`src/rtl/uart_tx_fifo_pkg.sv`:
```
// uart_tx_fifo_pkg: shared byte width, default depth and launch FSM states
package uart_tx_fifo_pkg;
    localparam int UART_BYTE_W = 8;
    localparam int FIFO_DEPTH = 16;
    typedef enum logic [2:0] {
        IDLE      = 3'd0,
        SEND      = 3'd1,
        WAIT_ACT  = 3'd2,
        WAIT_DONE = 3'd3,
        WAIT_CLR  = 3'd4
    } tx_state_t;
endpackage

```
`src/rtl/uart_tx_fifo_if.sv`:
```
// uart_tx_fifo_if: producer push port plus UART_TX launch/pacing signals
// slave  (FIFO side): takes i_Wr_En/i_Wr_Data/i_TX_Active/i_TX_Done, drives status and o_TX_DV/o_TX_Byte
// master (environment side): the mirror image
interface uart_tx_fifo_if import uart_tx_fifo_pkg::*; #(parameter int DEPTH = FIFO_DEPTH);
    logic                       i_Wr_En;
    logic [UART_BYTE_W-1:0]     i_Wr_Data;
    logic                       o_Full;
    logic                       o_Empty;
    logic [$clog2(DEPTH):0]     o_Count;
    logic                       o_Overflow;
    logic                       o_Idle;
    logic                       o_TX_DV;
    logic [UART_BYTE_W-1:0]     o_TX_Byte;
    logic                       i_TX_Active;
    logic                       i_TX_Done;
    modport slave (
        input  i_Wr_En, i_Wr_Data, i_TX_Active, i_TX_Done,
        output o_Full, o_Empty, o_Count, o_Overflow, o_Idle, o_TX_DV, o_TX_Byte
    );
    modport master (
        output i_Wr_En, i_Wr_Data, i_TX_Active, i_TX_Done,
        input  o_Full, o_Empty, o_Count, o_Overflow, o_Idle, o_TX_DV, o_TX_Byte
    );
endinterface

```
`src/rtl/uart_byte_fifo.sv`:
```
// uart_byte_fifo: DEPTH-entry byte store with count, full/empty and overflow pulse
// i_Wr_En/i_Wr_Data push (ignored while full), i_Rd_En pops, o_Rd_Data shows the head byte,
// o_Count/o_Full/o_Empty decode the stored level, o_Overflow pulses one cycle after a rejected push
module uart_byte_fifo import uart_tx_fifo_pkg::*; #(
    parameter int DEPTH = FIFO_DEPTH,
    localparam int ADDR_W = $clog2(DEPTH)
) (
    input  logic                   i_Clock,
    input  logic                   i_Reset,
    input  logic                   i_Wr_En,
    input  logic [UART_BYTE_W-1:0] i_Wr_Data,
    input  logic                   i_Rd_En,
    output logic [UART_BYTE_W-1:0] o_Rd_Data,
    output logic                   o_Full,
    output logic                   o_Empty,
    output logic                   o_Overflow,
    output logic [ADDR_W:0]        o_Count
);
    logic [UART_BYTE_W-1:0] mem [DEPTH];
    logic [ADDR_W-1:0] wr_ptr, rd_ptr;
    logic push, pop;
    // a pop on the same edge never frees room for a push that arrived while full
    assign push = i_Wr_En && !o_Full;
    assign pop = i_Rd_En && !o_Empty;
    assign o_Full = o_Count == (ADDR_W+1)'(DEPTH);
    assign o_Empty = o_Count == '0;
    assign o_Rd_Data = mem[rd_ptr];
    always_ff @(posedge i_Clock)
        if (push) mem[wr_ptr] <= i_Wr_Data;
    always_ff @(posedge i_Clock or posedge i_Reset)
        if (i_Reset) begin
            wr_ptr <= '0;
            rd_ptr <= '0;
            o_Count <= '0;
            o_Overflow <= 1'b0;
        end else begin
            wr_ptr <= wr_ptr + ADDR_W'(push);
            rd_ptr <= rd_ptr + ADDR_W'(pop);
            o_Count <= o_Count + (ADDR_W+1)'(push) - (ADDR_W+1)'(pop);
            o_Overflow <= i_Wr_En && o_Full;
        end
endmodule

```
`src/rtl/uart_tx_fifo.sv`:
```
// uart_tx_fifo: byte FIFO that launches one UART_TX frame at a time, pacing on Active/Done
// i_Clock/i_Reset: clock and async active-high reset; bus (slave): push port, FIFO status,
// o_TX_DV/o_TX_Byte toward UART_TX and i_TX_Active/i_TX_Done back from it
module uart_tx_fifo import uart_tx_fifo_pkg::*; #(
    parameter int DEPTH = FIFO_DEPTH
) (
    input logic          i_Clock,
    input logic          i_Reset,
    uart_tx_fifo_if.slave bus
);
    tx_state_t state;
    logic launch;
    logic [UART_BYTE_W-1:0] rd_data;
    // Done must also be low so UART_TX has returned to its own idle before the next DV
    assign launch = state == IDLE && !bus.o_Empty && !bus.i_TX_Active && !bus.i_TX_Done;
    assign bus.o_Idle = bus.o_Empty && state == IDLE && !bus.i_TX_Active;
    uart_byte_fifo #(.DEPTH(DEPTH)) u_fifo (
        .i_Clock    (i_Clock),
        .i_Reset    (i_Reset),
        .i_Wr_En    (bus.i_Wr_En),
        .i_Wr_Data  (bus.i_Wr_Data),
        .i_Rd_En    (launch),
        .o_Rd_Data  (rd_data),
        .o_Full     (bus.o_Full),
        .o_Empty    (bus.o_Empty),
        .o_Overflow (bus.o_Overflow),
        .o_Count    (bus.o_Count)
    );
    always_ff @(posedge i_Clock or posedge i_Reset)
        if (i_Reset) begin
            state <= IDLE;
            bus.o_TX_DV <= 1'b0;
            bus.o_TX_Byte <= '0;
        end else
            case (state)
                IDLE: if (launch) begin
                    bus.o_TX_Byte <= rd_data;
                    bus.o_TX_DV <= 1'b1;
                    state <= SEND;
                end
                SEND: begin
                    bus.o_TX_DV <= 1'b0;
                    state <= WAIT_ACT;
                end
                WAIT_ACT: if (bus.i_TX_Active) state <= WAIT_DONE;
                WAIT_DONE: if (bus.i_TX_Done) state <= WAIT_CLR;
                WAIT_CLR: if (!bus.i_TX_Done) state <= IDLE;
                default: begin
                    state <= IDLE;
                    bus.o_TX_DV <= 1'b0;
                end
            endcase
endmodule

```
`src/flat_wrapper.sv`:
```
// flat-port wrapper written by rule: the top's interface ports become plain ports
module uart_tx_fifo_flat import uart_tx_fifo_pkg::*;
#(
    parameter int DEPTH = FIFO_DEPTH
)
  (i_Clock, i_Reset, bus_i_Wr_En, bus_i_Wr_Data, bus_i_TX_Active, bus_i_TX_Done, bus_o_Full, bus_o_Empty, bus_o_Count, bus_o_Overflow, bus_o_Idle, bus_o_TX_DV, bus_o_TX_Byte);
  uart_tx_fifo_if #(.DEPTH(DEPTH)) bus_i ();
  input logic i_Clock;
  input logic i_Reset;
  input wire logic [$bits(bus_i.i_Wr_En)-1:0] bus_i_Wr_En;
  input wire logic [$bits(bus_i.i_Wr_Data)-1:0] bus_i_Wr_Data;
  input wire logic [$bits(bus_i.i_TX_Active)-1:0] bus_i_TX_Active;
  input wire logic [$bits(bus_i.i_TX_Done)-1:0] bus_i_TX_Done;
  output wire logic [$bits(bus_i.o_Full)-1:0] bus_o_Full;
  output wire logic [$bits(bus_i.o_Empty)-1:0] bus_o_Empty;
  output wire logic [$bits(bus_i.o_Count)-1:0] bus_o_Count;
  output wire logic [$bits(bus_i.o_Overflow)-1:0] bus_o_Overflow;
  output wire logic [$bits(bus_i.o_Idle)-1:0] bus_o_Idle;
  output wire logic [$bits(bus_i.o_TX_DV)-1:0] bus_o_TX_DV;
  output wire logic [$bits(bus_i.o_TX_Byte)-1:0] bus_o_TX_Byte;
  assign bus_i.i_Wr_En = bus_i_Wr_En;
  assign bus_i.i_Wr_Data = bus_i_Wr_Data;
  assign bus_i.i_TX_Active = bus_i_TX_Active;
  assign bus_i.i_TX_Done = bus_i_TX_Done;
  assign bus_o_Full = bus_i.o_Full;
  assign bus_o_Empty = bus_i.o_Empty;
  assign bus_o_Count = bus_i.o_Count;
  assign bus_o_Overflow = bus_i.o_Overflow;
  assign bus_o_Idle = bus_i.o_Idle;
  assign bus_o_TX_DV = bus_i.o_TX_DV;
  assign bus_o_TX_Byte = bus_i.o_TX_Byte;
  uart_tx_fifo #(.DEPTH(DEPTH)) u_core (.i_Clock(i_Clock), .i_Reset(i_Reset), .bus(bus_i));
endmodule
```
`config.mk`:
```
export PLATFORM = sky130hd
export DESIGN_NAME = uart_tx_fifo_flat
export DESIGN_NICKNAME = d
export VERILOG_FILES = /design/src/rtl/uart_tx_fifo_pkg.sv /design/src/rtl/uart_tx_fifo_if.sv /design/src/rtl/uart_byte_fifo.sv /design/src/rtl/uart_tx_fifo.sv /design/src/flat_wrapper.sv
export SDC_FILE = /design/constraint.sdc
export NUM_CORES = 1
export LEC_CHECK = 0
export CAP_MARGIN = 20
export CORE_MARGIN = 10
export CORE_UTILIZATION = 30
export CTS_CLUSTER_SIZE = 25
export DETAILED_ROUTE_END_ITERATION = 8
export GPL_ROUTABILITY_DRIVEN = 0
export PLACE_DENSITY = 0.56
export SLEW_MARGIN = 10
export SYNTH_ARGS = -nofsm -noshare
export SYNTH_HDL_FRONTEND = slang
export SYNTH_HIERARCHICAL = 1
export SYNTH_SLANG_ARGS = --single-unit
```
`constraint.sdc`:
```
create_clock -name i_Clock -period 5 [get_ports i_Clock]
set_input_delay 1 -clock i_Clock [delete_from_list [all_inputs] [get_ports i_Clock]]
set_output_delay 1 -clock i_Clock [all_outputs]
set_load 0.005 [all_outputs]
```
Word level (Yosys, flattened, before mapping)
Memories as Yosys holds them, arrays and structs flattened. A register that Yosys moved wholly into a read port is not among the register bits.
Index checks and enable logic that the tools add are counted.
- register bits: 18
- memory bits (writable): 128
- input bits: 13
- word-level logic and storage cells: 48
- memories: 1
- add/subtract/negate cells: 4
- equal/unequal tests: 9
- mux-type cells: 9
- bitwise operators: 1
- reductions and logical operators: 18
- memory list (name ; depth ; bits a word ; read ports ; clocked after Yosys merged registers in ; wr ports ; RTL line ; text):
    u_core.u_fifo.mem ; 16 ; 8 ; 1 ; 1 ; 1 ; uart_byte_fifo.sv:19 ; logic [UART_BYTE_W-1:0] mem [DEPTH];
- operators by type and width (cell ; number):
    3-bit one-hot mux with 5 select lines ; 1
    3-bit two-way mux ; 4
    4-bit by 1-bit adder with 4-bit output ; 2
    1-bit logical AND ; 8
    2-bit != test (second input constant) ; 4
    3-bit by 2-bit == test with 1-bit output (second input constant) ; 2
    5-bit by 1-bit adder with 5-bit output ; 1
    5-bit == test (second input constant) ; 1
    5-bit logical NOT ; 1
    5-bit by 1-bit subtractor with 5-bit output ; 1
    1-bit logical NOT ; 4
    2-bit AND reduction ; 2
    4-bit AND reduction ; 1
    3-bit by 1-bit == test with 1-bit output (second input constant) ; 1
    3-bit == test (second input constant) ; 1
    3-bit logical NOT ; 1
    1-bit two-way mux ; 3
    3-bit OR reduction ; 1
    1-bit one-hot mux with 2 select lines ; 1
    1-bit inverter ; 1

Depth between registers and ports, before layout
Gate-level depths: netlist of the first run.
- word-level depth: 7
- mapped depth: 16
- mapped depth without buffers: 16

By module
Netlist of the first run, hierarchy kept.
- modules (own cells, without submodules) (module ; instances ; cells each ; area each (um2)):
    uart_byte_fifo ; 1 ; 312 ; 5768.0
    uart_tx_fifo ; 1 ; 40 ; 550.5

Worst setup path before layout of the first run
No wires, ideal clock.
- kind: register -> register
- from: register u_core.u_fifo.o_Count[3]
- to: register u_core.u_fifo.o_Count[4]
- arrival: 2.905 ns
- slack: 2.015 ns
- cell stages (with the launch flop): 17
- path buffers: 0
- path through: dfrtp_1 -> inv_1 -> ha_1 -> nor4b_1 -> nor2_1 -> nand2_4 -> inv_1 -> nor2b_1 -> ha_1 -> inv_1 -> ha_1 -> inv_1 -> fa_1 -> inv_1 -> a21oi_1 -> o21bai_1 -> xnor2_1
- longest elaborated chain between the ends: 7
- RTL lines (what ; RTL line ; text):
    start, declared ; uart_byte_fifo.sv:17 ; output logic [ADDR_W:0] o_Count
    start signal, assigned ; uart_byte_fifo.sv:39 ; o_Count <= o_Count + (ADDR_W+1)'(push) - (ADDR_W+1)'(pop);
    5-bit logical NOT ; uart_byte_fifo.sv:26 ; assign o_Empty = o_Count == '0;
    named net bus_o_Empty ; flat_wrapper.sv:15 ; output wire logic [$bits(bus_i.o_Empty)-1:0] bus_o_Empty;
    1-bit logical NOT ; uart_tx_fifo.sv:15 ; assign launch = state == IDLE && !bus.o_Empty && !bus.i_TX_Active && !bus.i_TX_Done;
    1-bit logical AND (3 in series) ; uart_tx_fifo.sv:15 ;
    named net u_core.launch ; uart_tx_fifo.sv:12 ; logic launch;
    1-bit logical AND ; uart_byte_fifo.sv:24 ; assign pop = i_Rd_En && !o_Empty;
    5-bit by 1-bit subtractor with 5-bit output ; uart_byte_fifo.sv:39 ;
The timed path passes the listed nets, and every way through them passes these cells.
A chain may end at the register's enable or synchronous reset.

Worst setup path in the final report of the first run
- from: input bus_i_TX_Active
- to: output bus_o_Idle
- longest elaborated chain between the ends: 2
- RTL lines (what ; RTL line ; text):
    start, declared ; flat_wrapper.sv:12 ; input wire logic [$bits(bus_i.i_TX_Active)-1:0] bus_i_TX_Active;
    1-bit logical NOT ; uart_tx_fifo.sv:16 ; assign bus.o_Idle = bus.o_Empty && state == IDLE && !bus.i_TX_Active;
    1-bit logical AND ; uart_tx_fifo.sv:16 ;
    end, declared ; flat_wrapper.sv:18 ; output wire logic [$bits(bus_i.o_Idle)-1:0] bus_o_Idle;
No other way between the ends.

==> results of run 1 <==
==> cells in the final DEF, fill, tap and decap left out, types with 2 or more instances in the layout <==
master	synthesis	layout
a221oi_1	15	15
bufinv_16	0	2
xnor2_1	4	4
nor2_1	15	15
xor2_1	4	4
nand3_1	2	2
clkdlybuf4s50_1	0	30
dfrtp_1	26	25
a21oi_1	3	3
o21ai_0	9	9
clkbuf_16	0	17
a22oi_1	8	8
nand2_1	13	13
nand3b_1	3	3
nor2b_1	2	2
clkinv_1	0	2
inv_1	12	12
a221oi_2	2	2
mux2i_1	32	32
buf_4	2	7
mux2_4	8	8
mux4_2	16	16
ha_1	10	10
clkinv_4	0	2
nand2b_1	3	3
inv_6	0	6
edfxtp_1	128	128
nor3_1	5	5
==> layer usage <==
metal / share of wire, % / global-route usage, % / vias up
li1: - / - / 1462
met1: 44 / 13.2 / 1622
met2: 48 / 15.1 / 90
met3: 6.4 / 3.05 / 11
met4: 1.9 / 3.66 / 0
met5: 0 / 0 / -
==> power by group through the flow <==
stage	registers, mW	clock network [mW]	logic, mW
detailed placement	1.88	0	1.17
global placement	1.86	0	1.15
CTS	1.85	1.30	1.18
global route	1.88	1.36	1.26
finish	1.85	1.26	1.16
floorplan	1.72	0	0.939
==> layout make-up <==
| class | count | area share [%] |
|---|---|---|
| clock inverters | 15 | 2.17 |
| repair buffers | 37 | 4.73 |
| flip-flops and latches | 154 | 60.3 |
| well taps | 275 | 4.62 |
| multi-input cells | 169 | 21.8 |
| inverters | 13 | 0.655 |
| clock buffers | 17 | 5.71 |
==> sequential cells by signal (all words and copies together) (netlist names) <==
signal,count
u_core/u_fifo/o_Overflow,1
u_core/u_fifo/rd_ptr,4
u_core/bus.o_TX_Byte,8
u_core/bus.o_TX_DV,1
u_core/u_fifo/o_Count,5
u_core/u_fifo/wr_ptr,4
u_core/u_fifo/mem,128
u_core/state,3
==> kinds of logic after synthesis <==
group	synth area share [%]
muxes	12.7
and+or+nand+nor	4.83
xor gates and xnor gates	1.11
DFF	71.1
AOI/OAI and AO/OA	4.81
adders and majority gates	2.30
buffers and inverters	3.15
==> worst max-delay path, delay by kind of cell <==
family / cells / cell delay (ps)
buffers and inverters: 2 / 980
and+or+nand+nor: 2 / 440
==> final timing paths <==
| kind | slack, ps | cells past startpoint | startpoint | endpoint |
|---|---|---|---|---|
| setup / recovery | 1580 | 4 | bus_i_TX_Active | bus_o_Idle |
| hold / removal | 510 | 2 | u_core/bus.o_TX_DV | u_core/bus.o_TX_DV |
| setup reg to reg | 1700 | 16 | u_core/u_fifo/o_Count[2] | u_core/u_fifo/o_Count[4] |
| hold reg to reg | 510 | 2 | u_core/bus.o_TX_DV | u_core/bus.o_TX_DV |
| max in group asynchronous | 3640 | 2 | i_Reset | u_core/u_fifo/rd_ptr[0] |
| min in group asynchronous | 930 | 2 | i_Reset | u_core/bus.o_TX_Byte[4] |
==> per-stage QoR <==
stage          setup WS, ps  hold WS, ps  total power, mW
2_1_floorplan          2010          480             2.66
3_3_place_gp           1470          506             3.01
3_5_place_dp           1380          502             3.05
4_1_cts                1490          517             4.33
5_1_grt                1320          538             4.50
6_report               1580          512             4.27
==> flow_summary.toml, run 1 <==
[die]
core_um2 = 20900
die_h_um = 165
die_area_um2 = 27300
num_io_pins = 31
die_x_um = 165
start_util_pct = 30.2
rows = 53

[sta]
rsz0062_at_grt = "false"
min_period_ps = 3420
min_period_over_period_pct = 68.3
worst_slew_pin_slew_ps = 944
drv_slew = 0
fmaxAchievable_mhz = 293
hold_viol = 0
skew_ps = 8.40
slew_headroom_pct = 36.8
finalSetupTns_ps = 0
setup_viol = 0

[power]
ir_worst_vdd_mv = 0.201
combPwrFrac_pct = 27.1
swShare_pct = 31.0
seqPwrFrac_pct = 43.3
p_leak_nw = 2.65
p_sw_mw = 1.32
powerDensity_nw_per_um2 = 573
pwr-share-clk_pct = 29.6
p_int_mw = 2.94

[layout]
fillers = 1962
seqCellArea_um2 = 4500
multiInputGateArea_um2 = 1630
diodes = 0
final_area_um2 = 7450
final_cell_count_no_fill = 680
syn_to_final_growth_pct = 18.0
fin_util_pct = 35.7
drive_above_1_share_pct = 17.5
final_nets = 416

[yosys]
ys.flop_type = "edfxtp_1"
synth.area.top_cells = "edfxtp_1 (61%), dfrtp_1 (10%), mux4_2 (5.7%)"
synth_edf_count = 128
seq_area_frac_synth_pct = 71.1
avgSynthCellArea_um2 = 18.0
synth_top_cell_area_share_pct = 60.8
ys_types = 42
synth_common_cells = "edfxtp_1 (128), mux2i_1 (32), dfrtp_1 (26)"
synth_cells = 352
synth-warning-count = 6
synthArstFlopShare_pct = 16.9
yosys.area.top_type = "edfxtp_1"
synth.most_common_cell = "edfxtp_1"
yosys_register_bits = 154
synthesis.nets = 376
syn_area_um2 = 6320

[job]
drv_cap = 0

[place]
hpwlAfterDp_um = 8610
portBuffers = 30
dp_cells = 648
place_area_um2 = 6870

[clock_network]
path_clk_slew_ps = 60
numCtsBuffers = 17
cts_tree = "done"
clock_path_buffers = 2
cts_setup_buffers = 0
post_cts_resized = 0
htree_num_levels = 4
clock_latency_ps = 410
holdBufCountCts = 0
cts-root-buf = "clkbuf_16"
cts.sinks = 154

[global_route]
antenna_found_initial = 0
grt_max_degree = 30
grt_use_total_pct = 9.97
grt_pass1_wl_um = 19900
grt_pass1_vias = 3275
grt_overflow_total = 0

[worst_setup_path]
arrival_ps = 2420
path_cells = "clkdlybuf4s50_1 > nor4_4 > and2_2 > clkdlybuf4s50_1"
critPathMostFrequentCell = "clkdlybuf4s50_1"
worstSetupEndpointType = "primary output"
path_max_fanout = 3
slowest_delay_ps = 500
cp_slowest_cell = "clkdlybuf4s50_1"
crit_type = "input port to primary output"
cp-start-kind = "input port"
required_ps = 4000

[drt]
antenna_left = 0
drt-total-wl_um = 13100
vias = 3185
drt_iter0_drc = 266
wire_per_inst_um = 19.2
drcViolationCount = 0
routed_via_density = 4.68
drtPass1Iterations = 4

[hold_path]
hold_path.class = "register to register"

[outcome]
status = "complete, no violations"
(Power assumes the default switching activity.)
==> inputs of run 2 (changes only) <==
Clock period 5 ns to 3.4 ns, I/O delays scaled along.
==> flow_summary.toml, run 2 (synthesized netlist as in run 1, its figures left out) <==
[die]
core_um2 = 20900
die_x_um = 165
num_io_pins = 31
die_h_um = 165
start_util_pct = 30.2
die_area_um2 = 27300
rows = 53

[worst_setup_path]
path_cells = "inv_1 > ha_1 > nor4b_1 > buf_4 > nor2_1 > nand2_4 > inv_1 > nor2b_1 > ha_1 > inv_1 > ha_1 > inv_1 > fa_1 > inv_1 > a21oi_1 > o21bai_1 > xnor2_1"
path_max_fanout = 4
critPathMostFrequentCell = "inv_1"
path_delay_family = "adder cells"
slowest_delay_ps = 410
required_ps = 3740
arrival_ps = 3200
crit_type = "register to register"
cp-start-kind = "register"
cp_num_buf_inv = 6
cp_slowest_cell = "fa_1"
worstSetupEndpointType = "register"

[power]
p_sw_mw = 1.95
p_int_mw = 4.46
p_leak_nw = 2.74
swShare_pct = 30.4
pwr-share-clk_pct = 30.8
ir_worst_vdd_mv = 0.325
seqPwrFrac_pct = 40.2
powerDensity_nw_per_um2 = 842
combPwrFrac_pct = 28.9

[job]
drv_cap = 0

[drt]
route.met3.wl_um = 714
drtPass1Iterations = 4
wire_per_inst_um = 17.9
drcViolationCount = 0
drt_iter0_drc = 211
met1_length_um = 5680
vias = 3187
drt-total-wl_um = 12400
routed_via_density = 4.59
met2_length_um = 5920
antenna_left = 0
highest_layer = "met4"

[sta]
fmaxAchievable_mhz = 350
finalSetupTns_ps = 0
min_period_ps = 2860
hold_viol = 0
slew_headroom_pct = 44.3
worst_slew_pin_slew_ps = 829
setup_viol = 0
holdWs_ps = 513
drv_slew = 0
skew_ps = 7.73
setup_ws_ps = 544
rsz0062_at_grt = "false"
min_period_over_period_pct = 84.0

[clock_network]
cts_tree = "done"
clock_path_buffers = 2
cts-root-buf = "clkbuf_16"
htree_num_levels = 4
cts_setup_buffers = 0
post_cts_resized = 0
path_clk_slew_ps = 60
clock_latency_ps = 420
cts.sinks = 154
holdBufCountCts = 0
numCtsBuffers = 17

[layout]
final_area_um2 = 7620
largest_register_ffs = 128
syn_to_final_growth_pct = 20.6
final_nets = 430
final_cell_count_no_fill = 694
diodes = 0
final_common_cell = "edfxtp_1"
drive_above_1_share_pct = 20.8
mostFrequentLayoutCells = "edfxtp_1 (128), mux2i_1 (32), clkdlybuf4s50_1 (30)"
largestRegisters = "u_core/u_fifo/mem x128, u_core/bus.o_TX_Byte x8, u_core/u_fifo/o_Count x5"
regMostFlops = "u_core/u_fifo/mem"

[place]
portBuffers = 30
dp_cells = 662
place_area_um2 = 6980
hpwlAfterDp_um = 8520
pre_cts_slack_ps = 225

[global_route]
antenna_found_initial = 0
grt_max_degree = 36
grt_pass1_vias = 3356
grt_pass1_wl_um = 19600
grt_overflow_total = 0
grt_use_total_pct = 9.71

[outcome]
status = "complete, no violations"

[hold_path]
hold_path.class = "register to register"
run 2: path summary, 6_finish.rpt:
check                                          from                        to  slack (ps)  depth (start not counted)
max                        u_core/u_fifo/o_Count[2]  u_core/u_fifo/o_Count[4]         540                         17
min                         u_core/bus.o_TX_Byte[0]   u_core/bus.o_TX_Byte[0]         510                          1
max reg2reg                u_core/u_fifo/o_Count[2]  u_core/u_fifo/o_Count[4]         540                         17
min reg2reg                 u_core/bus.o_TX_Byte[0]   u_core/bus.o_TX_Byte[0]         510                          1
max in group asynchronous                   i_Reset   u_core/u_fifo/rd_ptr[0]        2330                          2
min in group asynchronous                   i_Reset           u_core/state[0]         600                          2
run 2: cell type report:
cell class	count	area, um2
Fill cell	1956	13300
Sequential cell	154	4500
Clock buffer	17	425
Inverter	13	48.8
Multi-Input combinational cell	169	1630
Timing Repair Buffer	51	470
Clock inverter	15	209
Tap cell	275	344
run 2: layer usage:
layer / GRT usage (%) / up-vias
li1: - / 1487
met1: 12.5 / 1626
met2: 14.9 / 65
met3: 3.15 / 9
met4: 3.66 / 0
met5: 0 / -
run 2: power groups by stage:
stage / Clock, mW / Combinational, mW / Sequential [mW]
final: 1.98 / 1.86 / 2.58
after global routing: 2.11 / 2.04 / 2.62
after CTS: 2.02 / 1.89 / 2.58
after detailed placement: 0 / 1.88 / 2.62
after global placement: 0 / 1.86 / 2.60
after floorplan: 0 / 1.38 / 2.53
run 2: worst reg2reg max path, cell delays in order (launching register included):
cell and delay [ps]:
dfrtp_1 370, inv_1 70, ha_1 210, nor4b_1 140, buf_4 150, nor2_1 190, nand2_4 60, inv_1 50
nor2b_1 200, ha_1 260, inv_1 50, ha_1 150, inv_1 60, fa_1 410, inv_1 70, a21oi_1 60
o21bai_1 150, xnor2_1 130
run 2: stage by stage:
| step | util (%) | total power, mW |
|---|---|---|
| global placement | 33.4 | 4.46 |
| detailed placement | 33.4 | 4.51 |
| floorplan | - | 3.91 |
| finish | 36.5 | 6.41 |
| CTS | 36.5 | 6.50 |
| global route | 36.5 | 6.77 |
